[src/rtl/sprite_line_renderer.sv]
// Sprite line renderer: sprite instance table, per-line ROM fetch during blanking,
// and a shadow/active double buffer serialized into a per-pixel "sprite on" stream.
module sprite_line_renderer #(
  parameter  int NUM_SPRITES = 4,
  localparam int SW          = (NUM_SPRITES > 1) ? $clog2(NUM_SPRITES) : 1
) (
  input  logic          clk,
  input  logic          reset,
  input  logic          table_we,
  input  logic [SW-1:0] table_addr,
  input  logic [25:0]   table_data,
  input  logic          fetch_start,
  input  logic [9:0]    fetch_line,
  input  logic          line_commit,
  input  logic [9:0]    hpos,
  output logic          rom_read_enable,
  output logic [3:0]    rom_sprite_ID,
  output logic [1:0]    rom_orientation,
  output logic [2:0]    rom_line_index,
  input  logic [7:0]    rom_data,
  output logic          fetch_busy,
  output logic          fetch_done,
  output logic          pixel_on,
  output logic [SW-1:0] pixel_slot
);

  typedef enum logic [1:0] {IDLE, FETCH, DONE} state_t;

  state_t state, next_state;

  // Sprite table
  logic [9:0] tab_x      [NUM_SPRITES];
  logic [9:0] tab_y      [NUM_SPRITES];
  logic [3:0] tab_id     [NUM_SPRITES];
  logic [1:0] tab_orient [NUM_SPRITES];

  // Shadow (being fetched) and active (being displayed) line buffers
  logic [7:0] shadow_buf [NUM_SPRITES];
  logic [9:0] shadow_x   [NUM_SPRITES];
  logic       shadow_val [NUM_SPRITES];
  logic [7:0] active_buf [NUM_SPRITES];
  logic [9:0] active_x   [NUM_SPRITES];
  logic       active_val [NUM_SPRITES];

  logic [SW-1:0] slot;
  logic [9:0]    line;
  logic [9:0]    dy;
  logic          slot_hit;
  logic          last_slot;

  assign dy        = line - tab_y[slot];
  assign slot_hit  = (dy < 10'd8) && (tab_id[slot] < 4'd9);
  assign last_slot = (slot == SW'(NUM_SPRITES - 1));

  // State register
  always_ff @(posedge clk) begin
    if (reset) state <= IDLE;
    else       state <= next_state;
  end

  // Next-state logic
  always_comb begin
    // NOTE: every always_comb output gets a default first so no path leaves it unassigned (no latch).
    next_state = state;
    unique case (state)
      IDLE:    if (fetch_start) next_state = FETCH;
      FETCH:   if (last_slot)   next_state = DONE;
      DONE:    next_state = IDLE;
      default: next_state = IDLE;
    endcase
  end

  // Output logic: ROM request is driven only while a hitting slot is visited
  always_comb begin
    fetch_busy      = (state == FETCH);
    fetch_done      = (state == DONE);
    rom_read_enable = 1'b0;
    rom_sprite_ID   = 4'd0;
    rom_orientation = 2'd0;
    rom_line_index  = 3'd0;
    if (state == FETCH && slot_hit) begin
      rom_read_enable = 1'b1;
      rom_sprite_ID   = tab_id[slot];
      rom_orientation = tab_orient[slot];
      rom_line_index  = dy[2:0];
    end
  end

  // Slot counter and latched line
  always_ff @(posedge clk) begin
    // NOTE: sequential state uses non-blocking assignments so every register sees pre-edge values.
    if (reset) begin
      slot <= '0;
      line <= '0;
    end else if (state == IDLE && fetch_start) begin
      slot <= '0;
      line <= fetch_line;
    end else if (state == FETCH && !last_slot) begin
      slot <= slot + 1'b1;
    end
  end

  // Table, shadow and active buffers
  always_ff @(posedge clk) begin
    if (reset) begin
      // NOTE: these arrays are small flops with a defined reset value, so they are reset, unlike RAM.
      for (int i = 0; i < NUM_SPRITES; i++) begin
        tab_x[i]      <= '0;
        tab_y[i]      <= '0;
        tab_id[i]     <= 4'hF;
        tab_orient[i] <= '0;
        shadow_buf[i] <= '0;
        shadow_x[i]   <= '0;
        shadow_val[i] <= 1'b0;
        active_buf[i] <= '0;
        active_x[i]   <= '0;
        active_val[i] <= 1'b0;
      end
    end else begin
      if (table_we)
        {tab_x[table_addr], tab_y[table_addr], tab_id[table_addr], tab_orient[table_addr]}
          <= table_data;

      if (state == FETCH) begin
        if (slot_hit) begin
          shadow_buf[slot] <= ~rom_data;
          shadow_x[slot]   <= tab_x[slot];
          shadow_val[slot] <= 1'b1;
        end else begin
          shadow_val[slot] <= 1'b0;
        end
      end

      // Commit copies pre-edge shadow contents; same-edge shadow writes land next line
      if (line_commit) begin
        for (int i = 0; i < NUM_SPRITES; i++) begin
          active_buf[i] <= shadow_buf[i];
          active_x[i]   <= shadow_x[i];
          active_val[i] <= shadow_val[i];
        end
      end
    end
  end

  // Display: per-slot offset, lowest-numbered lit slot wins
  logic [9:0]    disp_dx [NUM_SPRITES];
  logic          lit_any;
  logic [SW-1:0] lit_slot;

  always_comb begin
    for (int i = 0; i < NUM_SPRITES; i++)
      disp_dx[i] = hpos - active_x[i];
  end

  always_comb begin
    lit_any  = 1'b0;
    lit_slot = '0;
    for (int i = NUM_SPRITES - 1; i >= 0; i--) begin
      if (active_val[i] && disp_dx[i] < 10'd8 && active_buf[i][~disp_dx[i][2:0]]) begin
        lit_any  = 1'b1;
        lit_slot = SW'(i);
      end
    end
  end

  always_ff @(posedge clk) begin
    if (reset) begin
      pixel_on   <= 1'b0;
      pixel_slot <= '0;
    end else begin
      pixel_on   <= lit_any;
      pixel_slot <= lit_slot;
    end
  end

endmodule

[config.mk]
export PLATFORM = sky130hd
export DESIGN_NAME = sprite_line_renderer
export DESIGN_NICKNAME = d
export VERILOG_FILES = /design/src/rtl/sprite_line_renderer.sv
export SDC_FILE = /design/constraint.sdc
export NUM_CORES = 1
export LEC_CHECK = 0
export ABC_CLOCK_PERIOD_IN_PS = 11000
export BUFFER_PORTS_ARGS = -buffer_cell sky130_fd_sc_hd__buf_4
export CAP_MARGIN = 15
export CORE_ASPECT_RATIO = 0.9
export CORE_MARGIN = 4
export CORE_UTILIZATION = 40
export DETAILED_ROUTE_END_ITERATION = 8
export GPL_TIMING_DRIVEN = 0
export PLACE_DENSITY = 0.58
export SYNTH_ARGS = -nofsm -noshare
export SYNTH_HDL_FRONTEND = slang
export SYNTH_SLANG_ARGS = --single-unit
[constraint.sdc]
create_clock -name clk -period 11 [get_ports clk]
set_input_delay 1.1 -clock clk [delete_from_list [all_inputs] [get_ports clk]]
set_output_delay 1.1 -clock clk [all_outputs]
set_load 0.005 [all_outputs]
==> impl_summary.md <==
Yosys
The number of nets in the synthesized netlist is approximately 1400. Of the post-synthesis cell area, the dominant cell type holds 0.345. The count of synthesis-stage warnings from yosys is 0. Synthesis produced a netlist whose cell count is roughly 1300.

Among all flip-flop cells after synthesis, the most frequent one is sky130_fd_sc_hd__edfxtp_1. After synthesis, the mean cell area works out to about 10 µm². Counting flops with a built-in enable in the synthesized netlist gives 152. Of all flip-flops after synthesis, the portion carrying an async set or reset was 0. Summed over all instances, the cell type with the most area after synthesis is sky130_fd_sc_hd__edfxtp_1. Sorting the synthesized cells by area gives the leading types as sky130_fd_sc_hd__edfxtp_1 35%, sky130_fd_sc_hd__dfxtp_1 18%, sky130_fd_sc_hd__nand2_1 7.1%. The number of register bits inferred by synthesis is between 200 and 300. In this run the cell area of the synthesized design comes to 13200 µm². The number of unique standard cell types used by synthesis is between 60 and 70.

The share of the Yosys chip area taken by registers is 0.529.

Timing
The measured slew at the worst slew-check pin is ~1.1 ns. The final critical delay including setup and external delays is roughly 7.3 ns. The ratio of final minimum period to clock period is 0.667. The final number of setup-violating endpoints is 0. The final hold violation count came to 0. The worst hold-check slack is between 0.4 and 0.5 ns. The count of pins over their slew limit is 0. Based on the critical path, the design can be clocked at up to approximately 140 MHz. Adding up every negative setup slack in the final design gives 0 ns. Setup repair after global routing left no endpoint under its margin. In this run the tightest slew margin relative to its limit is 0.286. The final clock skew is about 0.017 ns.

Across all setup checks in the final design, the least slack found is about 3.7 ns.

Cells and area
Of the cells placed in the final design, the portion with a size suffix greater than 1 is 0.129. The number of standard cells in the final layout excluding fillers is roughly 1800. At the end of the flow the core is filled with cells to 0.475. The post-layout instance area is ~15000 µm². After the last flow step, the layout net total stands at approximately 1500.

The repair_antennas step left the layout with diodes totalling 0. The layout overhead on the synthesized area is 15.9%.

Place
The placed wire-length estimate is 24900 µm. The number of I/O port buffers is 73. The placed standard-cell area is roughly 14000 µm². Routability-driven placement finished with a final weighted congestion of 0.865. The total placed cells including tap cells is approximately 1800. The worst slack at placement is approximately 4.1 ns.

Worst setup path
Walking the worst path, the cells encountered are clkbuf_1, buf_1, clkbuf_1, mux4_2, ha_1, inv_1, fa_1, a211oi_2, o21bai_1, a2111oi_0, or3_1, xor2_1, nand4_4, inv_2, buf_2, and2_1, buf_4. The sort of element at the start of the critical path is a flip-flop. The slowest stage cell on the critical path is sky130_fd_sc_hd__dfxtp_1. STA classifies the critical path endpoint as an output port.

The most frequent cell on the critical path is sky130_fd_sc_hd__clkbuf_1. The critical path is of the flip-flop to output port type. The maximum single-stage delay on the critical path is about 0.63 ns. The required time of the critical path is slightly below 10 ns.

The arrival time of the worst setup path is roughly 6.2 ns. The largest fanout on the critical path is 10.

Route
After detailed routing, the total wire length is ~33000 µm. The detailed-route DRC error count is 0. The count of routing violations after the opening detailed-route iteration is between 600 and 700.

After detailed routing, the average wire length per cell comes to ~18 µm. The routed layout has just under 10000 vias. The detailed-route vias per instance is between 5 and 6. The length of the first detailed-routing pass in iterations is 5.

The number of nets with antenna violations after routing is 0.

Pwr
The worst ir drop on vdd is around 0.00011 V. The cell area power density is about 160 nW/µm². Summing internal, switching and leakage power gives about 2.4 mW. The standby leakage power is slightly below 6 nW.

Global routing
The residual overflow from global routing is 0. The global-route wire length before repair is 53300 µm. The largest net degree at the start of global routing is 56. The via count of the first global-routing pass is 9496. The number of antenna violations at the first check in global routing was 0.

The global-route total usage across every layer is 0.186.

Clock network
No sink is reached through more buffers than the 3 on the longest clock path. Post-CTS repair changed the size of 0 cells. After clock tree synthesis, the clock-pin slew on the worst setup and hold paths is about 0.060 ns. After clock tree synthesis, the flow added hold-fix buffers numbering 0. TritonCTS built the clock tree. Clock tree synthesis selected as its root buffer the cell sky130_fd_sc_hd__clkbuf_16.

The CTS H-tree depth is 1. The later pin in the worst-skew pair is clocked with a latency of 0.56 ns. The clock net sink count is roughly 270. The number of CTS-inserted buffers is 30. The number of setup buffers added after CTS is 0.

Floorplan
The starting density of the core is 0.410. The die covers approximately 36000 µm². The floorplan step set the die height to roughly 180 µm. The area of the core region is between 30000 and 40000 µm².

The die span in x is roughly 200 µm. The initialized floorplan defines 62 standard-cell rows. 76 I/O pins were placed.

Run
Across the run, the number of max-cap violations was 0.

Worst hold path
The path class of the lowest-slack min-delay path is flip-flop to flip-flop.

Run status
The run finished with clean final reports.
routing by layer:
metal / vias up / global-route usage / wire [µm]
met1: 4525 / 0.266 / 15300
met3: 64 / 0.0239 / 1500
met2: 244 / 0.301 / 15700
met5: - / 0 / 0
li1: 4824 / - / -
met4: 0 / 0.0473 / 942
worst paths after layout:
path	from	end	slack (ns)	cells past startpoint
worst max-delay path	slot[1]	rom_sprite_ID[0]	3.66	17
worst min-delay path	tab_y[7]	tab_y[7]	0.45	2
worst max register to register	slot[1]	shadow_buf[1][7]	4.71	15
worst min register to register	tab_y[7]	tab_y[7]	0.45	2
where the power goes:
group | switching (mW) | total, mW | internal (mW)
sequential | 0.0175 | 1.14 | 1.12
clock | 0.406 | 0.972 | 0.566
combinational | 0.180 | 0.302 | 0.122
total | 0.604 | 2.41 | 1.81
logic make-up after synthesis:
| family | count (synthesis) | synth area share |
|---|---|---|
| simple gates | 545 | 0.199 |
| flops | 273 | 0.529 |
| compound gates | 231 | 0.105 |
| buf+inv | 131 | 0.0383 |
| fa+ha+maj | 51 | 0.0511 |
| mux | 41 | 0.0636 |
| xor+xnor | 21 | 0.0139 |
cell usage after synthesis, drive strengths merged (7+ instances only):
library cell	number
nor2	48
inv	56
nand3	35
o21ai	32
ha	46
a21o	10
o2111ai	7
xnor2	9
and2	86
xor2	12
a21oi	128
buf	12
edfxtp	152
o211ai	7
mux4	34
dfxtp	121
clkbuf	63
nand2	249
nor3	22
nand2b	12
nor4	29
and3	33
sequential cells by signal (all words and copies together) (netlist names), 10 cells and up:
name,cells
active_buf,32
active_x,40
line,10
shadow_buf,32
shadow_x,40
tab_id,16
tab_x,40
tab_y,40
layout by cell type (no fill, tap or decap), drive strengths merged, types with 3 or more instances in the layout:
master / instances
o21ai: 32
o21bai: 4
buf: 88
fa: 5
a21o: 10
nor4: 29
a2bb2oi: 3
a211oi: 6
a211o: 5
mux4: 34
nor2: 48
or2: 4
nor3: 22
inv: 58
ha: 46
xor2: 12
nand4: 4
clkbuf: 105
nand3: 35
nand2: 249
clkinv: 11
dfxtp: 121
a21oi: 128
o31ai: 3
o2111ai: 7
o21a: 4
mux2i: 3
nand2b: 12
nand3b: 4
or3: 6
and2: 86
a2111oi: 3
o211ai: 7
and3: 33
edfxtp: 152
mux2: 4
nor2b: 6
xnor2: 9
area by class of cell:
| class | count | area (µm²) |
|---|---|---|
| clock buffers | 42 | 857 |
| multi-input cells | 889 | 5740 |
| flip-flops and latches | 273 | 6990 |
| well taps | 416 | 520 |
| clock inverters | 14 | 101 |
| plain buffers | 75 | 295 |
| repair buffers | 76 | 606 |
| inverters | 56 | 210 |
| fillers | 3000 | 17000 |
worst max-delay path, delay by kind of cell, from the launching register on:
kind	cells	cell delay (ns)
mux	1	0.39
compound gates	3	0.85
fa+ha+maj	2	0.61
xor+xnor	1	0.24
buf+inv	7	2.33
simple gates	3	0.62
flops	1	0.63
Note: power is estimated with default switching activity, not from simulation.
